==> config.mk <==
export PLATFORM = sky130hd
export DESIGN_NAME = intensity_pwm
export DESIGN_NICKNAME = d
export VERILOG_FILES = /design/src/rtl/intensity_pkg.sv /design/src/rtl/pwm_tick_gen.sv /design/src/rtl/intensity_pwm.sv
export SDC_FILE = /design/constraint.sdc
export NUM_CORES = 1
export LEC_CHECK = 0
export ABC_AREA = 1
export CAP_MARGIN = 20
export CORE_MARGIN = 3
export CORE_UTILIZATION = 27
export CTS_BUF_LIST = sky130_fd_sc_hd__clkbuf_2
export DETAILED_ROUTE_END_ITERATION = 6
export PLACE_DENSITY_LB_ADDON = 0.2
export SYNTH_ARGS = -nofsm -noshare
export SYNTH_HDL_FRONTEND = slang
export SYNTH_HIERARCHICAL = 1
export SYNTH_SLANG_ARGS = --single-unit
==> constraint.sdc <==
create_clock -name clk -period 6.05 [get_ports clk]
set_input_delay 1.5125 -clock clk [delete_from_list [all_inputs] [get_ports clk]]
set_output_delay 1.5125 -clock clk [all_outputs]
set_load 0.1 [all_outputs]
==> src/rtl/intensity_pkg.sv <==
// Shared types and defaults for the proximity-intensity PWM driver.
package intensity_pkg;

    localparam int DEF_MAX_LEVEL = 8;

    typedef logic [3:0] level_t;

    typedef enum logic [1:0] {
        IDLE,
        RAMP_UP,
        RAMP_DOWN
    } ramp_state_t;

endpackage

==> src/rtl/pwm_tick_gen.sv <==
// Prescaler and PWM period counter: one tick per PRESCALE clocks, one period per PERIOD ticks.
module pwm_tick_gen #(
    parameter int PRESCALE = 40,
    parameter int PERIOD   = 1000,
    parameter int CNT_W    = 10
) (
    input  logic             clk,
    input  logic             reset,
    output logic             tick,
    output logic             period_end,
    output logic [CNT_W-1:0] pwm_cnt
);

    localparam int PW = (PRESCALE > 1) ? $clog2(PRESCALE) : 1;

    logic [PW-1:0]    presc_cnt_q, presc_cnt_d;
    logic [CNT_W-1:0] pwm_cnt_q, pwm_cnt_d;

    always_comb begin
        tick        = (presc_cnt_q == PW'(PRESCALE - 1));
        period_end  = tick && (pwm_cnt_q == CNT_W'(PERIOD - 1));
        presc_cnt_d = tick ? '0 : presc_cnt_q + 1'b1;
        pwm_cnt_d   = pwm_cnt_q;
        if (tick) begin
            pwm_cnt_d = period_end ? '0 : pwm_cnt_q + 1'b1;
        end
    end

    always_ff @(posedge clk or negedge reset) begin
        if (!reset) begin
            presc_cnt_q <= '0;
            pwm_cnt_q   <= '0;
        end else begin
            presc_cnt_q <= presc_cnt_d;
            pwm_cnt_q   <= pwm_cnt_d;
        end
    end

    assign pwm_cnt = pwm_cnt_q;

endmodule

==> src/rtl/intensity_pwm.sv <==
// Slew-limited PWM driver: duty tracks the requested intensity one level per RAMP_PERIODS periods.
//   state     | meaning
//   IDLE      | level == target, holding
//   RAMP_UP   | counting periods before the next +1 step
//   RAMP_DOWN | counting periods before the next -1 step
module intensity_pwm
    import intensity_pkg::*;
#(
    parameter int PRESCALE     = 40,
    parameter int STEP_TICKS   = 125,
    parameter int MAX_LEVEL    = DEF_MAX_LEVEL,
    parameter int RAMP_PERIODS = 4
) (
    input  logic       clk,
    input  logic       reset,
    input  logic       enable,
    input  logic [3:0] intensity,
    output logic       pwm_out,
    output logic [3:0] level,
    output logic       busy
);

    localparam int PERIOD = MAX_LEVEL * STEP_TICKS;
    localparam int CNT_W  = $clog2(PERIOD + 1);
    localparam int RW     = (RAMP_PERIODS > 1) ? $clog2(RAMP_PERIODS) : 1;

    logic             tick, period_end, frame_end;
    logic [CNT_W-1:0] pwm_cnt;

    ramp_state_t      state_q, state_d;
    level_t           target_q, target_d;
    level_t           level_q, level_d;
    logic [RW-1:0]    ramp_cnt_q, ramp_cnt_d;
    logic [CNT_W-1:0] duty_q, duty_d;
    logic             pwm_out_q, pwm_out_d;

    pwm_tick_gen #(
        .PRESCALE (PRESCALE),
        .PERIOD   (PERIOD),
        .CNT_W    (CNT_W)
    ) u_tick (
        .clk        (clk),
        .reset      (reset),
        .tick       (tick),
        .period_end (period_end),
        .pwm_cnt    (pwm_cnt)
    );

    assign frame_end = tick && period_end;

    always_comb begin
        target_d   = (intensity > level_t'(MAX_LEVEL)) ? level_t'(MAX_LEVEL) : intensity;
        state_d    = state_q;
        level_d    = level_q;
        ramp_cnt_d = ramp_cnt_q;
        duty_d     = duty_q;
        if (!enable) begin
            state_d    = IDLE;
            level_d    = '0;
            ramp_cnt_d = '0;
            duty_d     = '0;
        end else begin
            case (state_q)
                IDLE: begin
                    ramp_cnt_d = '0;
                    if (target_q > level_q) begin
                        state_d = RAMP_UP;
                    end else if (target_q < level_q) begin
                        state_d = RAMP_DOWN;
                    end
                end
                RAMP_UP, RAMP_DOWN: begin
                    if (target_q == level_q) begin
                        state_d    = IDLE;
                        ramp_cnt_d = '0;
                    end else if ((target_q > level_q) != (state_q == RAMP_UP)) begin
                        // target crossed the current level: turn around, restart the count
                        state_d    = (target_q > level_q) ? RAMP_UP : RAMP_DOWN;
                        ramp_cnt_d = '0;
                    end else if (frame_end) begin
                        if (ramp_cnt_q == RW'(RAMP_PERIODS - 1)) begin
                            ramp_cnt_d = '0;
                            level_d    = (state_q == RAMP_UP) ? level_q + 1'b1 : level_q - 1'b1;
                        end else begin
                            ramp_cnt_d = ramp_cnt_q + 1'b1;
                        end
                    end
                end
                default: state_d = IDLE;
            endcase
            if (frame_end) begin
                duty_d = CNT_W'(level_d) * CNT_W'(STEP_TICKS);
            end
        end
        pwm_out_d = enable && (pwm_cnt < duty_q);
    end

    always_ff @(posedge clk or negedge reset) begin
        if (!reset) begin
            state_q    <= IDLE;
            target_q   <= '0;
            level_q    <= '0;
            ramp_cnt_q <= '0;
            duty_q     <= '0;
            pwm_out_q  <= 1'b0;
        end else begin
            state_q    <= state_d;
            target_q   <= target_d;
            level_q    <= level_d;
            ramp_cnt_q <= ramp_cnt_d;
            duty_q     <= duty_d;
            pwm_out_q  <= pwm_out_d;
        end
    end

    assign pwm_out = pwm_out_q;
    assign level   = level_q;
    assign busy    = enable && (level_q != target_q);

endmodule
# Yosys cells after proc, flatten, opt, wreduce, memory -nomap -nowiden
# Index checks and enable logic that the tools add are counted.
# word_totals
reg_bits	39
latchBits	0
ram_bits	0
mem_bits_ro	0
wordCells	65
n_memories	0
# classes
addsub	5
n_mul	1
div_mod_pow	0
magnitude_cmp	4
eq_ne	13
n_shift	0
n_mux	26
bitwise_logic	0
n_reduce_logical	8
# op_table
operator	n
2-to-1 mux 4 bit	9
2-to-1 mux 10 bit	3
2-to-1 mux 2 bit	11
adder 10 x 1 -> 10 bit, second input constant	1
== test 10 bit, second input constant	1
< comparator 10 bit	1
multiplier 4 x 7 -> 10 bit, second input constant	1
inequality test 4 bit, second input constant	2
case mux 2 bit (2 select lines)	2
adder 6 x 1 -> 6 bit, second input constant	1
== test 6 bit, second input constant	1
2-to-1 mux 6 bit	1
inequality test 5 bit, second input constant	1
adder 4 x 1 -> 4 bit, second input constant	1
== test 2 bit, second input constant	2
== test 4 bit	1
greater-than comparator 4 bit	1
greater-than comparator 4 bit, second input constant	1
logical AND 1 bit	4
< comparator 4 bit	1
inequality test 4 bit	1
AND reduction 2 bit	2
subtractor 4 x 1 -> 4 bit, second input constant	1
inequality test 3 x 1 -> 1 bit, second input constant	1
other kinds (6)	6

# Longest topological paths before layout
# Gate-level depths: netlist (run 1).
# logic_depth
depth_word	11
depth_mapped	31

# Cells and area by module
# Netlist (run 1), hierarchy kept.
# by_module_without_submodules
mod	n_inst	cells_per_inst	area_each_um2	seq_area_each_um2
intensity_pwm	1	241	1983.2	575.6
pwm_tick_gen	1	121	898.4	400.4

# Worst setup path after synthesis (run 1)
# No wires, ideal clock.
# synth_timing
kind	reg-to-reg
startpoint	register level_q[1] (netlist: level[1])
endpoint	register duty_q[9]
arrival_time_ns	4.684
required_ns	5.933
setup_slack_ns	1.248
stages_incl_launch_ff	29
path_buffers	0
period_less_slack_ns	4.802
cell_sequence	dfrtp_1 inv_1 ha_1 nand2_1 nand2_1 nand2_2 nand2_2 nand2_1 nand2_2 nand2_4 inv_2 nand4_1 xor2_1 inv_2 fa_1 inv_1 fa_1 inv_1 ha_1 a21oi_1 nor2_1 nor2_1 nor2_1 inv_1 nand2_1 nand3_1 nand3_1 nand3_1 nand2_1
# synth_via
elab_chain_cells	11
elab_cells_between_ends	15
# synth_lines
element	line_no	source
start: declaration	intensity_pwm.sv:32	level_t level_q, level_d;
start signal: assignment	intensity_pwm.sv:109	level_q <= level_d;
subtractor 4 x 1 -> 4 bit / adder 4 x 1 -> 4 bit (equally long branches)	intensity_pwm.sv:83	level_d = (state_q == RAMP_UP) ? level_q + 1'b1 : level_q - 1'b1;
2-to-1 mux 4 bit	intensity_pwm.sv:83	
2-to-1 mux 4 bit	intensity_pwm.sv:81	if (ramp_cnt_q == RW'(RAMP_PERIODS - 1)) begin
2-to-1 mux 4 bit	intensity_pwm.sv:80	end else if (frame_end) begin
2-to-1 mux 4 bit	intensity_pwm.sv:76	end else if ((target_q > level_q) != (state_q == RAMP_UP)) begin
2-to-1 mux 4 bit	intensity_pwm.sv:73	if (target_q == level_q) begin
2-to-1 mux 4 bit *	intensity_pwm.sv:63	case (state_q)
2-to-1 mux 4 bit *	intensity_pwm.sv:57	if (!enable) begin
multiplier 4 x 7 -> 10 bit *	intensity_pwm.sv:92	duty_d = CNT_W'(level_d) * CNT_W'(STEP_TICKS);
2-to-1 mux 10 bit *	intensity_pwm.sv:91	if (frame_end) begin
2-to-1 mux 10 bit *	intensity_pwm.sv:57	
end signal: assignment	intensity_pwm.sv:111	duty_q <= duty_d;
end: declaration	intensity_pwm.sv:34	logic [CNT_W-1:0] duty_q, duty_d;
# Mark *: on every way between the ends. The rest lies on a longest branch, timed or not. The select of a mux whose other input is x is not followed.
# A chain may end at the register's enable or synchronous reset.

# Worst setup path after layout (run 1)
# layout_timing
startpoint	register u_tick.presc_cnt_q[0]
endpoint	register duty_q[8]
# layout_via
elab_chain_cells	11
elab_cells_between_ends	12
# layout_lines
element	line_no	source
start: declaration	pwm_tick_gen.sv:16	logic [PW-1:0] presc_cnt_q, presc_cnt_d;
start signal: assignment	pwm_tick_gen.sv:34	presc_cnt_q <= presc_cnt_d;
== test 6 bit *	pwm_tick_gen.sv:20	tick = (presc_cnt_q == PW'(PRESCALE - 1));
logical AND 1 bit *	pwm_tick_gen.sv:21	period_end = tick && (pwm_cnt_q == CNT_W'(PERIOD - 1));
named net period_end	intensity_pwm.sv:27	logic tick, period_end, frame_end;
logical AND 1 bit *	intensity_pwm.sv:49	assign frame_end = tick && period_end;
2-to-1 mux 4 bit	intensity_pwm.sv:80	
2-to-1 mux 4 bit	intensity_pwm.sv:76	
2-to-1 mux 4 bit	intensity_pwm.sv:73	
2-to-1 mux 4 bit	intensity_pwm.sv:63	
2-to-1 mux 4 bit	intensity_pwm.sv:57	
multiplier 4 x 7 -> 10 bit	intensity_pwm.sv:92	
2-to-1 mux 10 bit	intensity_pwm.sv:91	
2-to-1 mux 10 bit	intensity_pwm.sv:57	
# Mark *: on every way through the listed nets, which the timed path passes. The rest lies on a longest branch. The select of a mux whose other input is x is not followed.

==> results of run 1 <==
## routing by layer
| layer | up-vias | GRT usage, % | wire (um) |
|---|---|---|---|
| met5 | - | 0 | 0 |
| met4 | 0 | 2.40 | 63 |
| met3 | 5 | 2.47 | 151 |
| met2 | 18 | 17.2 | 2650 |
| met1 | 1007 | 14.3 | 2970 |
| li1 | 1172 | - | - |
## sequential cells by signal (all words and copies together) (netlist names)
signal	count
ramp_cnt_q	2
u_tick/pwm_cnt	10
level	4
duty_q	10
pwm_out	1
state_q	2
target_q	4
u_tick/presc_cnt_q	6
## layout make-up
type / instances / area share, %
clock buffers: 5 / 0.778
clock inverters: 3 / 1.36
inverters: 70 / 8.16
multi-input cells: 251 / 50.6
flip-flops and latches: 39 / 30.3
well taps: 136 / 5.29
repair buffers: 12 / 3.50
## Yosys cell counts (2+ instances only)
cell / count / area, um^2
o22ai_1: 3 / 18.8
fa_1: 8 / 160
nand2_1: 77 / 289
nor2_1: 38 / 143
a21boi_0: 2 / 15.0
ha_1: 34 / 425
a21oi_1: 12 / 60.1
inv_1: 63 / 236
o31ai_1: 2 / 15.0
nand3_1: 24 / 120
xnor2_1: 2 / 17.5
dfrtp_1: 39 / 976
o21ai_0: 13 / 65.1
nor2_4: 2 / 22.5
xor2_1: 5 / 43.8
o21ai_1: 2 / 10.0
nor2_2: 4 / 25.0
nand2_4: 2 / 22.5
nand2_2: 3 / 18.8
nand3_2: 2 / 20.0
inv_2: 6 / 22.5
nand4_1: 5 / 31.3
## cells by family after synthesis
logic type               synth area share, %
AO/OA/AOI/OAI                           7.86
adder cells (fa/ha/maj)                 20.3
AND/OR/NAND/NOR                         25.2
flip-flops                              33.9
XOR/XNOR                                3.08
buffers and inverters                   9.64
## where the power goes
part / total, W / switching, W / internal (W)
clock: 0.000167 / 0.0000975 / 0.0000699
sequential: 0.000274 / 0.00000599 / 0.000268
combinational: 0.000185 / 0.000122 / 0.0000625
## through the flow
stage / instances / worst slack, ns / total power [W] / instance area (um^2) / hold WS (ns)
after floorplan: 362 / 1.25 / 0.000418 / 2880 / 0.430
after global placement: 508 / 1.48 / 0.000463 / 3150 / 0.444
after detailed placement: 508 / 1.37 / 0.000467 / 3150 / 0.465
after CTS: 516 / 1.30 / 0.000637 / 3220 / 0.495
after global routing: 516 / 0.796 / 0.000673 / 3220 / 0.535
final: 516 / 1.36 / 0.000626 / 3220 / 0.483
## worst paths after layout
check	end	slack [ns]	cells after the start
worst max-delay path	duty_q[8]$_DFFE_PN0P_	1.36	21
worst min register to register	u_tick/presc_cnt_q[0]$_DFF_PN0_	0.48	1
worst max register to register	duty_q[8]$_DFFE_PN0P_	1.36	21
worst min-delay path	u_tick/presc_cnt_q[0]$_DFF_PN0_	0.48	1
max in group asynchronous	duty_q[8]$_DFFE_PN0P_	4.26	1
min in group asynchronous	u_tick/presc_cnt_q[5]$_DFF_PN0_	1.18	1
==> metrics.md, run 1 <==
| Metric | Value |
|---|---|
| CTS tree | done |
| Cell family with the largest share of critical-path delay | adder cells |
| Clock net sink count | 39 |
| Fmax | 213 MHz |
| CP Class | reg2reg |
| CP required | 6.34 ns |
| Max-cap violation count | 0 |
| Avg WL per Cell | 11.3 um |
| Most common cell after layout, fill and taps aside | nand2_1 |
| Cts repair resizes | 0 |
| Critical path peak fanout | 4 |
| Vias | 2,202 |
| Unrepaired setup endpoints after global routing | false |
| DRC Markers | 0 |
| H-tree lvl count | 2 |
| Final Setup Violations | 0 |
| Final worst path period share | 77.4% |
| CTS buffer count | 5 |
| CP Cell Sequence | ha_1, nand2_1, nor2_2, nand4_1, nor2_2, nand2_1, nor2_1, nand4_1, xor2_1, inv_2, fa_1, inv_1, fa_1, inv_1, ha_1, a21oi_1, nor2_1, o21ai_0, nand2_1, a21oi_1, o22ai_1 |
| Worst hold path class | reg2reg |
| DRT Pass-1 Iters | 4 |
| #FFs+latches synth | 39 |
| Initial antenna violation count | 0 |
| Final WL | 5840 um |
| Final Util | 31.0% |
| Detail Route Antenna Nets | 0 |
| GRT Total Usage | 10.6% |
| Final HPWL DP | 4620 um |
| First-pass GRT wire length | 10,000 um |
| Dominant synthesized flop cell | dfrtp_1 |
| Ratio of cells with drive above 1 in the final layout | 8.95% |
| Area of the multi-input gates | 1630 um^2 |
| Synth Net Count | 411 |
| Tightest Pin Transition | 0.969 ns |
| Deepest clock path buffer count | 2 |
| Seq. cell area | 976 um^2 |
| Synth Cell Area | 2880 um^2 |
| Vias in the first global route | 2,134 |
| Minimum clock period | 4.69 ns |
| Number of distinct library cells after synthesis | 36 |
| Max incr delay on CP | 0.57 ns |
| Max_slew headroom | 35.2% |
| Vias per inst | 4.27 |
| Critical path capture point type | flip-flop |
| Worst path bufs/invs | 3 |
| Antenna Cells | 0 |
| Hold path start | u_tick/presc_cnt_q[0]$_DFF_PN0_ |
| Worst vdd ir | 0.108 mV |
| Post-synthesis sequential area ratio | 33.9% |
| Post-synth EDFFs | 0 |
| Most frequent cells in the layout | nand2_1, inv_1, dfrtp_1 |
| Largest net degree at the start of global routing | 40 |
| Die span in y | 109 um |
| Placeable Area | 10,400 um^2 |
| Layout area overhead | 11.7% |
| Synth Area per Inst | 7.96 um^2 |
| Run status | complete, no violations |
| # fillers | 1,145 |
| Setup_tns | 0 ns |
| Post-CTS setup buffers | 0 |
| Leakage | 1.62 nW |
| Grt ovf | 0 |
| Reg clk slew, reported paths | 0.25 ns |
| CP dominant cell by count | nand2_1 |
| Fin. max-slew vios | 0 |
| CP max stage cell | fa_1 |
| Iteration-0 DRC Markers | 120 |
| Cells after Synth | 362 |
| Synth warn | 6 |
| Ys async rst share | 100% |
| Crit path from | u_tick/presc_cnt_q[0]$_DFF_PN0_ |
| Clock root buffer master | clkbuf_2 |
| Number of I/O port buffers | 12 |
| Final Wtd Congestion | 0.803 |
| Clk_lat worst skew | 0.42 ns |
| Clock Skews | 0.0416 ns |
| Pwr dens | 195 nW/um^2 |
| Worst setup SP type | flip-flop |
| I/O pin total | 13 |
| Reg-to-reg startpoint | u_tick/presc_cnt_q[0]$_DFF_PN0_ |
| WP data arrival | 4.97 ns |
| Final hold vios | 0 |
| Initial core utilization | 27.8% |
| Nets | 428 |
| Die Area | 11,900 um^2 |
| Row count | 37 |
| # hold bufs at CTS | 0 |
| Die width | 109 um |
No activity file was read; power rests on OpenSTA's default activity.
==> run 2: changes to the inputs <==
- clock period: 6.05 -> 4 ns (I/O delays scaled with it)
==> metrics.md, run 2 (synthesis results as in run 1) <==
| Metric | Value |
|---|---|
| Detail Route Antenna Nets | 0 |
| Met2 wire len | 2900 um |
| Final Wtd Congestion | 0.815 |
| Nets | 495 |
| WP data arrival | 4.29 ns |
| CTS buffer count | 5 |
| Top sig layer | met4 |
| Tightest Pin Transition | 0.972 ns |
| Final WL | 6370 um |
| Final Instance Area | 3870 um^2 |
| Fin. max-slew vios | 0 |
| Reg clk slew, reported paths | 0.21 ns |
| CP Class | reg2reg |
| WHS | 0.507 ns |
| DRC Markers | 0 |
| Most common cell after layout, fill and taps aside | nand2_1 |
| Max-cap violation count | 0 |
| Worst setup SP type | flip-flop |
| Initial antenna violation count | 0 |
| Dpl cell area | 3630 um^2 |
| Deepest clock path buffer count | 2 |
| DRT Pass-1 Iters | 4 |
| Unrepaired setup endpoints after global routing | true |
| I/O pin total | 13 |
| Row count | 37 |
| Worst hold path class | reg2reg |
| Iteration-0 DRC Markers | 71 |
| Ratio of cells with drive above 1 in the final layout | 29.8% |
| # hold bufs at CTS | 0 |
| CP required | 4.33 ns |
| Clock net sink count | 39 |
| Number of I/O port buffers | 12 |
| Worst vdd ir | 0.112 mV |
| Grt ovf | 0 |
| Vias per inst | 4.17 |
| Final Setup Violations | 0 |
| Max_slew headroom | 35.0% |
| Fmax | 252 MHz |
| Post-route met1 wirelength | 3210 um |
| Final Util | 37.3% |
| Clk_lat worst skew | 0.41 ns |
| CP dominant cell by count | inv_2 |
| Pwr dens | 265 nW/um^2 |
| Final worst path period share | 99.1% |
| Leakage | 1.93 nW |
| Cell family with the largest share of critical-path delay | adder cells |
| Critical path peak fanout | 3 |
| Initial core utilization | 27.8% |
| GRT Total Usage | 11.6% |
| First-pass GRT wire length | 11,000 um |
| Antenna Cells | 0 |
| Vias | 2,433 |
| Clock Skews | 0.0239 ns |
| DR WL met3 | 128 um |
| Worst path bufs/invs | 9 |
| H-tree lvl count | 2 |
| Die span in y | 109 um |
| Most frequent cells in the layout | nand2_1, buf_4, inv_1 |
| Max incr delay on CP | 0.59 ns |
| CP max stage cell | fa_2 |
| Die Area | 11,900 um^2 |
| Avg WL per Cell | 10.9 um |
| # fillers | 1,096 |
| Critical path capture point type | flip-flop |
| Placeable Area | 10,400 um^2 |
| Setup_tns | 0 ns |
| Clock root buffer master | clkbuf_2 |
| CTS tree | done |
| Vias in the first global route | 2,448 |
| Final HPWL DP | 5080 um |
| Minimum clock period | 3.96 ns |
| Layout area overhead | 34.2% |
| Die width | 109 um |
| Run status | complete, no violations |
| Largest net degree at the start of global routing | 40 |
| Final hold vios | 0 |
-- run 2: changes by cell type in the layout (fill, tap and decap cells not counted), moves of 4 or more --
cell,previous run,this run
a21oi_1,12,8
buf_4,1,67
dfrtp_1,39,35
dfrtp_4,0,4
ha_1,34,26
ha_4,0,5
inv_1,63,56
inv_2,6,10
-- run 2: routing by layer --
metal / vias up / GRT usage [%]
met1: 1100 / 15.9
met2: 22 / 18.7
li1: 1304 / -
met3: 7 / 1.94
met5: - / 0
met4: 0 / 3.92
-- run 2: final cells by class --
cell class                 instances  area (um^2)  share of cell area [%]
timing repair buffer              79          628                    16.2
sequential                        39          991                    25.6
clock inverter                     2         7.51                   0.194
clock buffer                       6         30.0                   0.776
inverter                          70          270                    6.99
tap                              136          170                    4.40
multi-input combinational        251         1770                    45.8
-- run 2: through the flow --
step / power, W / std cells / setup WS (ns)
6_report: 0.00102 / 583 / 0.0380
2_1_floorplan: 0.000654 / 362 / -0.130
3_5_place_dp: 0.000812 / 560 / -0.129
4_1_cts: 0.00102 / 577 / 0.0105
3_3_place_gp: 0.000808 / 560 / -0.0882
5_1_grt: 0.00110 / 583 / -0.252
-- run 2: path summary, 6_finish.rpt --
path | start | endpoint | slack [ns] | cells past startpoint
min in group asynchronous | reset | state_q[1]$_DFFE_PN0P_ | 0.69 | 1
max reg2reg | level[3]$_DFF_PN0_ | duty_q[9]$_DFFE_PN0P_ | 0.04 | 29
max in group asynchronous | reset | level[0]$_DFF_PN0_ | 2.66 | 1
max | level[3]$_DFF_PN0_ | duty_q[9]$_DFFE_PN0P_ | 0.04 | 29
min | ramp_cnt_q[0]$_DFFE_PN0P_ | ramp_cnt_q[0]$_DFFE_PN0P_ | 0.51 | 1
min reg2reg | ramp_cnt_q[0]$_DFFE_PN0P_ | ramp_cnt_q[0]$_DFFE_PN0P_ | 0.51 | 1
-- run 2: what timing repair did --
action	4_1_cts	5_1_grt
gates resized for setup	8	16
pin swaps	9	13
buffers inserted	9	6
setup endpoints to repair	4	4
-- run 2: worst register-to-register path: cells and delay by family (launching register included) --
kind	cells	cell delay (ns)
adders and majority gates	4	1.58
and+or+nand+nor	14	0.98
buffers and inverters	9	0.56
DFF	1	0.53
AOI/OAI and AO/OA	2	0.25
-- run 2: power breakdown --
group	switching, W	internal (W)
sequential	0.00000668	0.000406
clock	0.000137	0.0000421
combinational	0.000228	0.000204
==> run 3: changes to the inputs <==
- HOLD_SLACK_MARGIN: default -> 0.1
==> results of run 3 <==
Final layout, timing and power as in run 2 (identical DEF).
